`src/rtl/launcher_pkg.sv`:
```
// launcher_pkg: shared state encoding and sizing constants for the program launcher
package launcher_pkg;
  typedef enum logic [2:0] {IDLE, PULSE, RUN, GAP, FINISH} state_t;
  localparam int PROG_IDW = 2;
  localparam int MAX_PROGS = 4;
endpackage

```
`src/rtl/sat_counter.sv`:
```
// sat_counter: up-counter with sync clear, enable and saturation limit
module sat_counter #(
  parameter int W = 16
) (
  input  logic         clk,
  input  logic         rst,
  input  logic         clr,
  input  logic         en,
  input  logic [W-1:0] lim,
  output logic [W-1:0] q
);
  logic [W-1:0] q_d, q_q;
  always_comb q_d = clr ? '0 : (en && q_q < lim) ? q_q + 1'b1 : q_q;
  always_ff @(posedge clk or posedge rst)
    if (rst) q_q <= '0;
    else q_q <= q_d;
  assign q = q_q;
endmodule

```
`src/rtl/prog_launcher.sv`:
```
// prog_launcher: issues one START pulse per program, waits for HALT and reports the cycle count,
// stepping through NUM_PROGS programs before flagging completion.
module prog_launcher
  import launcher_pkg::*;
#(
  parameter int NUM_PROGS = 3,
  parameter int START_CYCLES = 2,
  parameter int CNTW = 16,
  parameter logic [CNTW-1:0] TIMEOUT = 16'hFFFF
) (
  input  logic                CLK,
  input  logic                RESET,
  input  logic                GO,
  input  logic                HALT,
  output logic                START,
  output logic [PROG_IDW-1:0] PROG_ID,
  output logic                BUSY,
  output logic                CYC_VALID,
  output logic [CNTW-1:0]     CYC_COUNT,
  output logic                DONE_ALL,
  output logic                TIMEOUT_ERR
);
  localparam logic [CNTW-1:0] PULSE_LAST = CNTW'(START_CYCLES - 1);
  localparam logic [PROG_IDW-1:0] LAST_ID = PROG_IDW'(NUM_PROGS - 1);
  state_t state_q, state_d;
  logic [PROG_IDW-1:0] pid_q, pid_d;
  logic [CNTW-1:0] count_q, count_d, pcnt, ccnt;
  logic armed_q, armed_d, start_q, start_d, busy_q, busy_d;
  logic valid_q, valid_d, done_q, done_d, err_q, err_d;
  logic go_ok, complete, expire, last;
  assign go_ok = GO && (state_q == IDLE || state_q == FINISH);
  assign complete = state_q == RUN && armed_q && HALT;
  assign expire = state_q == RUN && !complete && ccnt == TIMEOUT;
  assign last = pid_q == LAST_ID;
  sat_counter #(.W(CNTW)) u_pulse (
    .clk(CLK), .rst(RESET), .clr(state_q != PULSE), .en(state_q == PULSE), .lim(PULSE_LAST), .q(pcnt)
  );
  sat_counter #(.W(CNTW)) u_cycle (
    .clk(CLK), .rst(RESET), .clr(state_q != RUN), .en(state_q == RUN), .lim(TIMEOUT), .q(ccnt)
  );
  always_comb begin
    state_d = state_q;
    if (go_ok) state_d = PULSE;
    else if (state_q == PULSE && pcnt == PULSE_LAST) state_d = RUN;
    else if (complete) state_d = last ? FINISH : GAP;
    else if (expire) state_d = FINISH;
    else if (state_q == GAP) state_d = PULSE;
    pid_d = go_ok ? '0 : (complete && !last) ? pid_q + 1'b1 : pid_q;
    // arming needs a HALT=0 cycle inside this run, so a leftover HALT cannot end it early
    armed_d = state_q == RUN && (armed_q || !HALT);
    count_d = (complete || expire) ? ccnt : count_q;
    valid_d = complete || expire;
    err_d = go_ok ? 1'b0 : err_q || expire;
    start_d = state_d == PULSE;
    busy_d = state_d != IDLE && state_d != FINISH;
    done_d = state_d == FINISH;
  end
  always_ff @(posedge CLK or posedge RESET)
    if (RESET) begin
      state_q <= IDLE;
      pid_q <= '0;
      count_q <= '0;
      armed_q <= 1'b0;
      start_q <= 1'b0;
      busy_q <= 1'b0;
      valid_q <= 1'b0;
      done_q <= 1'b0;
      err_q <= 1'b0;
    end else begin
      state_q <= state_d;
      pid_q <= pid_d;
      count_q <= count_d;
      armed_q <= armed_d;
      start_q <= start_d;
      busy_q <= busy_d;
      valid_q <= valid_d;
      done_q <= done_d;
      err_q <= err_d;
    end
  assign START = start_q;
  assign PROG_ID = pid_q;
  assign BUSY = busy_q;
  assign CYC_VALID = valid_q;
  assign CYC_COUNT = count_q;
  assign DONE_ALL = done_q;
  assign TIMEOUT_ERR = err_q;
endmodule

```
`config.mk`:
```
export PLATFORM = sky130hd
export DESIGN_NAME = prog_launcher
export DESIGN_NICKNAME = d
export VERILOG_FILES = /design/src/rtl/launcher_pkg.sv /design/src/rtl/sat_counter.sv /design/src/rtl/prog_launcher.sv
export SDC_FILE = /design/constraint.sdc
export NUM_CORES = 1
export LEC_CHECK = 0
export BUFFER_PORTS_ARGS = -buffer_cell sky130_fd_sc_hd__buf_4
export CAP_MARGIN = 30
export CORE_UTILIZATION = 58
export CTS_CLUSTER_SIZE = 28
export DETAILED_ROUTE_END_ITERATION = 7
export PLACE_DENSITY = 0.79
export SYNTH_ARGS = -nofsm -noshare
export SYNTH_HDL_FRONTEND = slang
export SYNTH_SLANG_ARGS = --single-unit
```
`constraint.sdc`:
```
create_clock -name CLK -period 2.35 [get_ports CLK]
set_input_delay 0.235 -clock CLK [delete_from_list [all_inputs] [get_ports CLK]]
set_output_delay 0.235 -clock CLK [all_outputs]
set_load 0.01 [all_outputs]
```
==> qor.csv, run 1 <==
stage;metric;value;unit
clock_tree;Worst-path clk slew;0.07;ns
timing;Setup violations, final;0;
logic_synthesis;top-count cell post-synth;dfrtp_1;
power;leakage dissipation;1.48;nW
critical_path;FF-to-FF path depth;6;
die;FP Rows;24;
critical_path;reg-to-reg endpoint;CYC_COUNT[12];
logic_synthesis;top cells by count, synth;59 x dfrtp_1, 14 x a21oi_1, 14 x and2_1, 12 x nand2_1, 10 x inv_1;
logic_synthesis;Post-synth EDFFs;0;
detailed_routing;drt drc;0;
die;die height;69.2;um
logic_synthesis;sequential area share after synthesis;56.4;%
timing;FMAX;0.464;GHz
logic_synthesis;Adder-Cell Fraction of Synth Area;2.39;%
logic_synthesis;Syn Nets;235;
cells_and_area;ANT cells;0;
critical_path;CP Class;flop to flop;
detailed_routing;vias;1868;
status;outcome;finished clean;
logic_synthesis;Simple-Gate Fraction of Synth Area;19.2;%
global_routing;vias in the first global route;1825;
clock_tree;CTS tree;yes;
power;pwr/cell area;827;mW/mm^2
clock_tree;Post-CTS Hold Buffers;0;
detailed_routing;wire per inst;15.5;um
logic_synthesis;top_reg_cell synth;dfrtp_1;
critical_path;Arr. time, crit path;2.37;ns
detailed_routing;1st-pass router iterations;4;
timing;setup TNS;0;ns
timing;relative slew slack;51.7;%
logic_synthesis;syn_area_per_cell;11.6;um^2
clock_tree;# H-tree levels;3;
logic_synthesis;ys async rst share;100;%
timing;RSZ-0062 raised after global routing;false;
detailed_routing;Iter 0 DRT Violations;170;
critical_path;Worst Setup Start Kind;flop;
critical_path;Worst Setup SP;u_cycle.q[0];
timing;skew final;0.0103;ns
clock_tree;Root Buffer;clkbuf_8;
cells_and_area;fin nets;275;
logic_synthesis;Post-Synthesis Cell Area;0.00262;mm^2
logic_synthesis;top cells by area, synth;dfrtp_1 56%, mux2_4 5.2%, and2_1 3.3%;
logic_synthesis;Mapped Cells;226;
timing;fin crit share;91.7;%
place;# port buffers;26;
die;die area;0.00479;mm^2
clock_tree;Clock Latency Late Sink;0.34;ns
global_routing;initial antenna violation count;0;
cells_and_area;area delta synth->final;21.9;%
place;dpl ws;0.205;ns
cells_and_area;layout cells sized above 1;27.3;%
power;worst vdd rail ir drop;0.432;mV
global_routing;first-pass GRT wire length;8550;um
clock_tree;CTS Buf Count;9;
detailed_routing;Detailed Route WL;5010;um
global_routing;grt total ovfl;0;
hold_path;Hold Crit Depth;2;
hold_path;hold path startpoint;HALT;
logic_synthesis;distinct cell type count after synthesis;37;
hold_path;min-delay worst type;primary input to flop;
die;IO Count;27;
logic_synthesis;Yosys top cell by area;dfrtp_1;
global_routing;largest net degree at the start of global routing;60;
critical_path;Critical Path RT;2.56;ns
die;Core Box Area;0.00435;mm^2
critical_path;flop-to-flop setup slack;0.20;ns
place;hpwl dp;3330;um
hold_path;sink of the worst hold path;armed_q;
clock_tree;# clock sinks;59;
clock_tree;setup bufs post-CTS;0;
logic_synthesis;Synth top area share;56.4;%
detailed_routing;vias per inst;5.78;
timing;setup ws final;0.195;ns
detailed_routing;Detail Route Antenna Nets;0;
timing;Final Hold Fails;0;
critical_path;Crit Path Max Fanout;13;
run;Max Cap Viol;0;
logic_synthesis;Synth Warn #;0;
critical_path;R2R Path Start;u_cycle.q[0];
logic_synthesis;largest family of logic cells by synthesized area;simple AND/OR/NAND/NOR gates;
logic_synthesis;Post-Synth XOR/XNOR Area;0.334;%
logic_synthesis;mux cell area share after synthesis;8.55;%
place;Routability Congestion;0.883;
timing;Slew Limit Fails;0;
timing;crit path time final;2.15;ns
global_routing;Total Routing Usage GR;23.2;%
clock_tree;post-CTS sizing;0;
critical_path;CP Capture Type;flop;
die;Die X-Extent;69.2;um
timing;Worst Tran Pin Value;0.724;ns
logic_synthesis;Compound-Gate Fraction of Synth Area;9.89;%
clock_tree;Clock Path Buffers;2;
die;Starting Density;60.1;%
logic_synthesis;synthesized flop and latch total;59;
## logic make-up after synthesis
family	after synthesis
flip-flops	59
buffers and inverters	18
multiplexers	17
AND/OR/NAND/NOR	85
XOR/XNOR	1
AO/OA/AOI/OAI	41
adder cells (fa/ha/maj)	5
## stage by stage
step | cell area [um^2] | hold slack (ns) | util [%] | total power, mW | cells
after global routing | 3190 | 0.0731 | 73.3 | 2.75 | 323
after floorplan | 2620 | 0.326 | - | 1.38 | 226
after global placement | 2930 | 0.425 | 67.3 | 1.48 | 307
after CTS | 3190 | 0.0673 | 73.3 | 2.66 | 323
after detailed placement | 2930 | 0.429 | 67.3 | 1.49 | 307
final | 3190 | 0.0755 | 73.3 | 2.64 | 323
## power breakdown
group	internal, mW	leakage [nW]	switching, mW
combinational	0.132	0.539	0.218
clock	0.789	0.133	0.377
sequential	1.07	0.813	0.0524
## cells in the final DEF (no fill, tap or decap), types with 9 or more instances in the layout
master,netlist,layout
or4_1,9,9
nand3_1,9,9
inv_1,10,9
nand2_1,12,12
a21oi_1,14,14
and2_1,14,14
buf_4,0,36
dfrtp_1,59,59
mux2_4,9,9
clkbuf_8,0,12
## worst max-delay path: stages, from the launching register on
cell and delay, ns:
dfrtp_1 0.40, ha_1 0.23, nand3_1 0.11, or4_1 0.48, a21oi_4 0.27, buf_12 0.20
mux2_2 0.34
## registers in the layout, indices dropped and copies added, names as in the netlist, 2 cells and up
name	flops
u_pulse.q	16
state_q	3
u_cycle.q	16
CYC_COUNT	16
PROG_ID	2
## worst max-delay path by stage
stage / end / slack, ns / depth (start not counted)
global placement: CYC_COUNT[12] / 0.25 / 6
finish: CYC_COUNT[12] / 0.20 / 6
floorplan: CYC_COUNT[0] / 0.26 / 6
CTS: CYC_COUNT[12] / 0.20 / 6
global route: CYC_COUNT[14] / 0.08 / 6
detailed placement: CYC_COUNT[13] / 0.20 / 6
## final cells by class
type / instances / area [um^2]
Clock buffer: 12 / 165
Clock inverter: 4 / 95.1
Fill cell: 291 / 1160
Inverter: 10 / 37.5
Multi-Input combinational cell: 149 / 1060
Sequential cell: 59 / 1480
Tap cell: 52 / 65.1
Timing Repair Buffer: 37 / 290
## metal layers
layer	share of wire (%)	global-route usage (%)
met5	0	0
met4	2.1	12.5
met3	3.2	4.94
met2	47	34.8
met1	48	31.9
No activity file was read; power rests on OpenSTA's default activity.
==> inputs of run 2 (changes only) <==
CORE_ASPECT_RATIO = 2   (was unset)
CORE_UTILIZATION = 62   (was 58)
PLACE_DENSITY = 0.83   (was 0.79)
clock period = 2.7 ns   (was 2.35 ns; I/O delays follow)
==> run 2 against run 1 <==
Effect of this change: clock power fell by 33%; register-to-register slack improved by 0.12 ns; cell count is 2.2% lower; setup slack improved by 0.12 ns; final area is 3.5% lower; maximum frequency decreased by 9.7%; global-route usage grew 4.3 points; critical path type unchanged; largest power group is now sequential cells.
==> qor.csv, run 2 (synthesized netlist as in run 1, its figures left out) <==
stage;metric;value;unit
timing;Setup violations, final;0;
die;Core Box Area;0.00409;mm^2
critical_path;Setup crit end;CYC_COUNT[11];
detailed_routing;Max Used Layer;met4;
detailed_routing;wire per inst;16.1;um
critical_path;flop-to-flop setup slack;0.31;ns
detailed_routing;WL met2;2870;um
detailed_routing;Detail Route Antenna Nets;0;
cells_and_area;fin nets;269;
clock_tree;Worst-path clk slew;0.06;ns
critical_path;biggest cell delay along the critical path;0.73;ns
critical_path;R2R Path Start;u_cycle.q[4];
die;FP Rows;33;
power;pwr/cell area;674;mW/mm^2
critical_path;Worst Setup Start Kind;flop;
die;Starting Density;64.1;%
cells_and_area;fill cell instance count of the final layout;275;
clock_tree;post-CTS sizing;0;
detailed_routing;WL met3;149;um
critical_path;CP cell instances;nand4_1 -> or4_1 -> a21oi_4 -> buf_4 -> mux2_2;
clock_tree;Clock Path Buffers;2;
critical_path;WP buf/inv;1;
clock_tree;setup bufs post-CTS;0;
critical_path;FF-to-FF path depth;5;
global_routing;first-pass GRT wire length;8530;um
power;worst vdd rail ir drop;0.527;mV
cells_and_area;design area;0.00308;mm^2
critical_path;Worst Setup SP;u_cycle.q[4];
cells_and_area;ANT cells;0;
clock_tree;Root Buffer;clkbuf_8;
clock_tree;Clock Latency Late Sink;0.34;ns
clock_tree;CTS Buf Count;9;
place;Routability Congestion;0.880;
critical_path;CP Depth;5;
hold_path;min-delay worst type;primary input to async pin;
global_routing;initial antenna violation count;0;
critical_path;Critical-path top delay cell;or4_1;
critical_path;Arr. time, crit path;2.61;ns
cells_and_area;Layout Utilization;75.4;%
global_routing;largest net degree at the start of global routing;31;
critical_path;Top delay family on crit path;simple AND/OR/NAND/NOR gates;
die;Die X-Extent;48.0;um
global_routing;Total Routing Usage GR;27.6;%
critical_path;reg-to-reg endpoint;CYC_COUNT[11];
power;leakage dissipation;1.43;nW
global_routing;grt total ovfl;0;
status;outcome;finished clean;
clock_tree;# clock sinks;59;
cells_and_area;area delta synth->final;17.6;%
clock_tree;# H-tree levels;3;
timing;skew final;0.00693;ns
cells_and_area;most frequent cells in the layout;59 x dfrtp_1, 30 x buf_4, 14 x and2_1, 14 x a21oi_1, 12 x nand2_1;
timing;crit path time final;2.39;ns
timing;FMAX;0.419;GHz
cells_and_area;layout cells sized above 1;24.6;%
timing;fin crit share;88.4;%
timing;relative slew slack;53.0;%
global_routing;vias in the first global route;1948;
critical_path;CP Class;flop to flop;
place;hpwl dp;3640;um
detailed_routing;drt drc;0;
die;die area;0.00450;mm^2
timing;Worst Tran Pin Value;0.697;ns
detailed_routing;Iter 0 DRT Violations;39;
timing;setup TNS;0;ns
critical_path;CP Capture Type;flop;
clock_tree;Post-CTS Hold Buffers;0;
critical_path;Crit Path Max Fanout;15;
detailed_routing;met1 wire length;1890;um
run;Max Cap Viol;0;
critical_path;Critical Path RT;2.92;ns
cells_and_area;most common cell after layout, fill and taps aside;dfrtp_1;
timing;RSZ-0062 raised after global routing;false;
die;die height;93.9;um
detailed_routing;1st-pass router iterations;4;
detailed_routing;vias;1881;
clock_tree;CTS tree;yes;
detailed_routing;Detailed Route WL;5070;um
timing;Slew Limit Fails;0;
place;DP Area;0.00289;mm^2
timing;Final Hold Fails;0;
detailed_routing;vias per inst;5.95;
die;IO Count;27;
place;# port buffers;26;
==> run 2: changes by cell type in the layout (fill, tap and decap cells not counted) <==
cell / delta
clkbuf_1: +2
buf_4: -6
bufinv_16: -2
clkbuf_8: -1
==> run 2: worst reg2reg max path: stages (launching register included) <==
cell,delay (ns)
dfrtp_1,0.44
nand4_1,0.23
or4_1,0.73
a21oi_4,0.20
buf_4,0.29
mux2_2,0.37
==> run 2: how the worst min path moves through the flow <==
stage / to / slack [ns]
2_1_floorplan: armed_q / 0.36
3_3_place_gp: u_pulse.q[8] / 0.40
3_5_place_dp: u_pulse.q[8] / 0.39
4_1_cts: u_pulse.q[8] / 0.03
5_1_grt: u_pulse.q[8] / 0.09
6_report: u_pulse.q[8] / 0.02
==> run 2: cell type report <==
class / instances / area (um^2) / share of cell area (%)
Sequential cell: 59 / 1480 / 47.9
Multi-Input combinational cell: 149 / 1060 / 34.5
Timing Repair Buffer: 31 / 245 / 7.96
Clock buffer: 13 / 159 / 5.16
Tap cell: 52 / 65.1 / 2.11
Inverter: 10 / 37.5 / 1.22
Clock inverter: 2 / 35.0 / 1.14
==> run 2: metal layers <==
layer / track usage, % / vias to the layer above
met5: 0 / -
met4: 15.3 / 0
met3: 7.31 / 17
met2: 47.0 / 44
met1: 28.2 / 923
li1: - / 897
==> run 2: report_power, final <==
group          switching [mW]  total (mW)  leakage (nW)  internal, mW
clock                   0.319       0.789        0.0995         0.470
combinational           0.191       0.306         0.513         0.114
sequential             0.0478       0.981         0.813         0.933
total                   0.558        2.08          1.43          1.52
==> run 2: metrics by stage <==
stage          std cells  power (mW)  hold slack (ns)  worst slack, ns
2_1_floorplan        226        1.20            0.361            0.608
3_3_place_gp         301        1.29            0.396            0.392
3_5_place_dp         301        1.30            0.393            0.333
4_1_cts              316        2.09           0.0308            0.300
5_1_grt              316        2.16           0.0868            0.198
6_report             316        2.08           0.0164            0.314
==> inputs of run 3 (changes only) <==
CORE_UTILIZATION = 52   (was 62)
PLACE_DENSITY = 0.75   (was 0.83)
clock period = 2 ns   (was 2.7 ns; I/O delays follow)
==> run 3 against run 2 <==
Effect of this change: flip-flop and latch count did not move; wire length rose by 20%; critical path depth rose by 1; combinational power rose by 68%; die area rose by 19%; largest power group unchanged; highest routed layer unchanged.
==> qor.csv, run 3 (synthesized netlist as in run 1, its figures left out) <==
stage;metric;value;unit
global_routing;initial antenna violation count;0;
timing;setup TNS;0;ns
global_routing;vias in the first global route;2090;
timing;Worst Tran Pin Value;0.809;ns
detailed_routing;Detail Route Antenna Nets;0;
critical_path;Crit Path Max Fanout;8;
detailed_routing;Detailed Route WL;6080;um
critical_path;R2R Path Start;u_cycle.q[0];
clock_tree;Worst-path clk slew;0.07;ns
clock_tree;CTS Buf Count;9;
cells_and_area;fin nets;301;
timing;fin crit share;99.5;%
power;Clock power frac;40.3;%
place;DP Area;0.00310;mm^2
cells_and_area;area delta synth->final;30.5;%
clock_tree;Root Buffer;clkbuf_8;
global_routing;Total Routing Usage GR;25.1;%
timing;FMAX;0.503;GHz
place;placed instance count;332;
clock_tree;# clock sinks;59;
clock_tree;# H-tree levels;3;
clock_tree;Clock Path Buffers;2;
critical_path;Top delay family on crit path;simple AND/OR/NAND/NOR gates;
die;Core Box Area;0.00486;mm^2
timing;Slew Limit Fails;0;
die;Starting Density;53.8;%
die;Die X-Extent;52.2;um
cells_and_area;Layout Utilization;70.3;%
timing;crit path time final;1.99;ns
clock_tree;CTS tree;yes;
timing;skew final;0.00752;ns
power;worst vdd rail ir drop;0.826;mV
detailed_routing;Iter 0 DRT Violations;56;
global_routing;first-pass GRT wire length;9510;um
die;die height;102;um
clock_tree;Clock Latency Late Sink;0.34;ns
detailed_routing;wire per inst;17.2;um
critical_path;reg-to-reg endpoint;CYC_COUNT[13];
die;IO Count;27;
power;Comb pwr share;16.9;%
cells_and_area;design area;0.00342;mm^2
die;FP Rows;36;
detailed_routing;drt drc;0;
cells_and_area;final cell count without fillers;354;
cells_and_area;layout cells sized above 1;34.3;%
global_routing;grt total ovfl;0;
timing;Setup violations, final;0;
hold_path;min-delay worst type;primary input to flop;
critical_path;Arr. time, crit path;2.21;ns
hold_path;Hold Crit Depth;2;
detailed_routing;vias;2020;
critical_path;Critical-path top delay cell;or4_4;
status;outcome;finished clean;
place;hpwl dp;4110;um
cells_and_area;ANT cells;0;
global_routing;largest net degree at the start of global routing;38;
cells_and_area;register area;0.00148;mm^2
timing;relative slew slack;45.3;%
critical_path;CP Capture Type;flop;
power;leakage dissipation;1.61;nW
power;pwr/cell area;890;mW/mm^2
detailed_routing;vias per inst;5.71;
hold_path;hold path startpoint;HALT;
run;Max Cap Viol;0;
critical_path;FF-to-FF path depth;6;
critical_path;Worst Setup Start Kind;flop;
critical_path;CP cell instances;ha_2 -> nand3_2 -> or4_4 -> a21oi_4 -> buf_12 -> mux2_2;
power;switching share of power;26.4;%
critical_path;CP Class;flop to flop;
power;sw power;0.804;mW
place;# port buffers;26;
hold_path;sink of the worst hold path;armed_q;
timing;Final Hold Fails;0;
die;die area;0.00534;mm^2
power;Int Power;2.24;mW
critical_path;flop-to-flop setup slack;0.01;ns
power;Total Power;3.04;mW
place;Routability Congestion;0.857;
critical_path;Critical Path RT;2.22;ns
timing;RSZ-0062 raised after global routing;true;
cells_and_area;Multi-input gate area;0.00109;mm^2
cells_and_area;fill cell instance count of the final layout;353;
power;part of the power in registers;42.7;%
cells_and_area;most frequent cells in the layout;59 x dfrtp_1, 59 x buf_4, 14 x and2_1, 14 x a21oi_1, 12 x nand2_1;
critical_path;biggest cell delay along the critical path;0.45;ns
detailed_routing;1st-pass router iterations;4;
critical_path;WP buf/inv;1;
## run 3: timing repair
action / CTS / global route
setup endpoints to repair: 6 / 13
endpoints found under the hold margin: 22 / 0
hold buffers: 1 / 0
cloned: 0 / 1
buffers inserted: 0 / 4
gates resized for setup: 2 / 4
pin swaps: 0 / 0
## run 3: area by class of cell
| cell class | count | share of cell area (%) |
|---|---|---|
| flip-flops and latches | 59 | 43.2 |
| multi-input cells | 149 | 31.8 |
| repair buffers | 63 | 15.2 |
| clock buffers | 12 | 4.54 |
| clock inverters | 4 | 2.12 |
| well taps | 57 | 2.09 |
| inverters | 10 | 1.10 |
## run 3: power by group through the flow
stage	clock [mW]	sequential [mW]	combinational, mW
after CTS	1.25	1.30	0.507
after floorplan	0	1.34	0.281
after global placement	0	1.32	0.470
final	1.23	1.30	0.515
after global routing	1.30	1.30	0.561
after detailed placement	0	1.32	0.487
## run 3: metal layers
layer	track usage [%]	vias to the layer above	wire [um]
li1	-	964	-
met1	25.4	1009	2290
met2	45.5	38	3500
met3	6.25	9	165
met4	13.4	0	120
met5	0	-	0
## run 3: worst max-delay path by stage
stage                         end     startpoint  cells past startpoint
floorplan            CYC_COUNT[0]   u_cycle.q[4]                      6
global placement     CYC_COUNT[9]  u_cycle.q[11]                      5
detailed placement  CYC_COUNT[10]   u_cycle.q[0]                      6
CTS                 CYC_COUNT[13]   u_cycle.q[0]                      6
global route        CYC_COUNT[13]   u_cycle.q[0]                      6
finish              CYC_COUNT[13]   u_cycle.q[0]                      6
## run 3: stage by stage
| stage | setup WS (ns) | hold WS, ns |
|---|---|---|
| finish | 0.0103 | 0.0482 |
| global route | -0.0349 | 0.0339 |
| CTS | 0.0232 | 0.0301 |
| detailed placement | -0.00924 | 0.264 |
| global placement | 0.0740 | 0.254 |
| floorplan | -0.0919 | 0.291 |
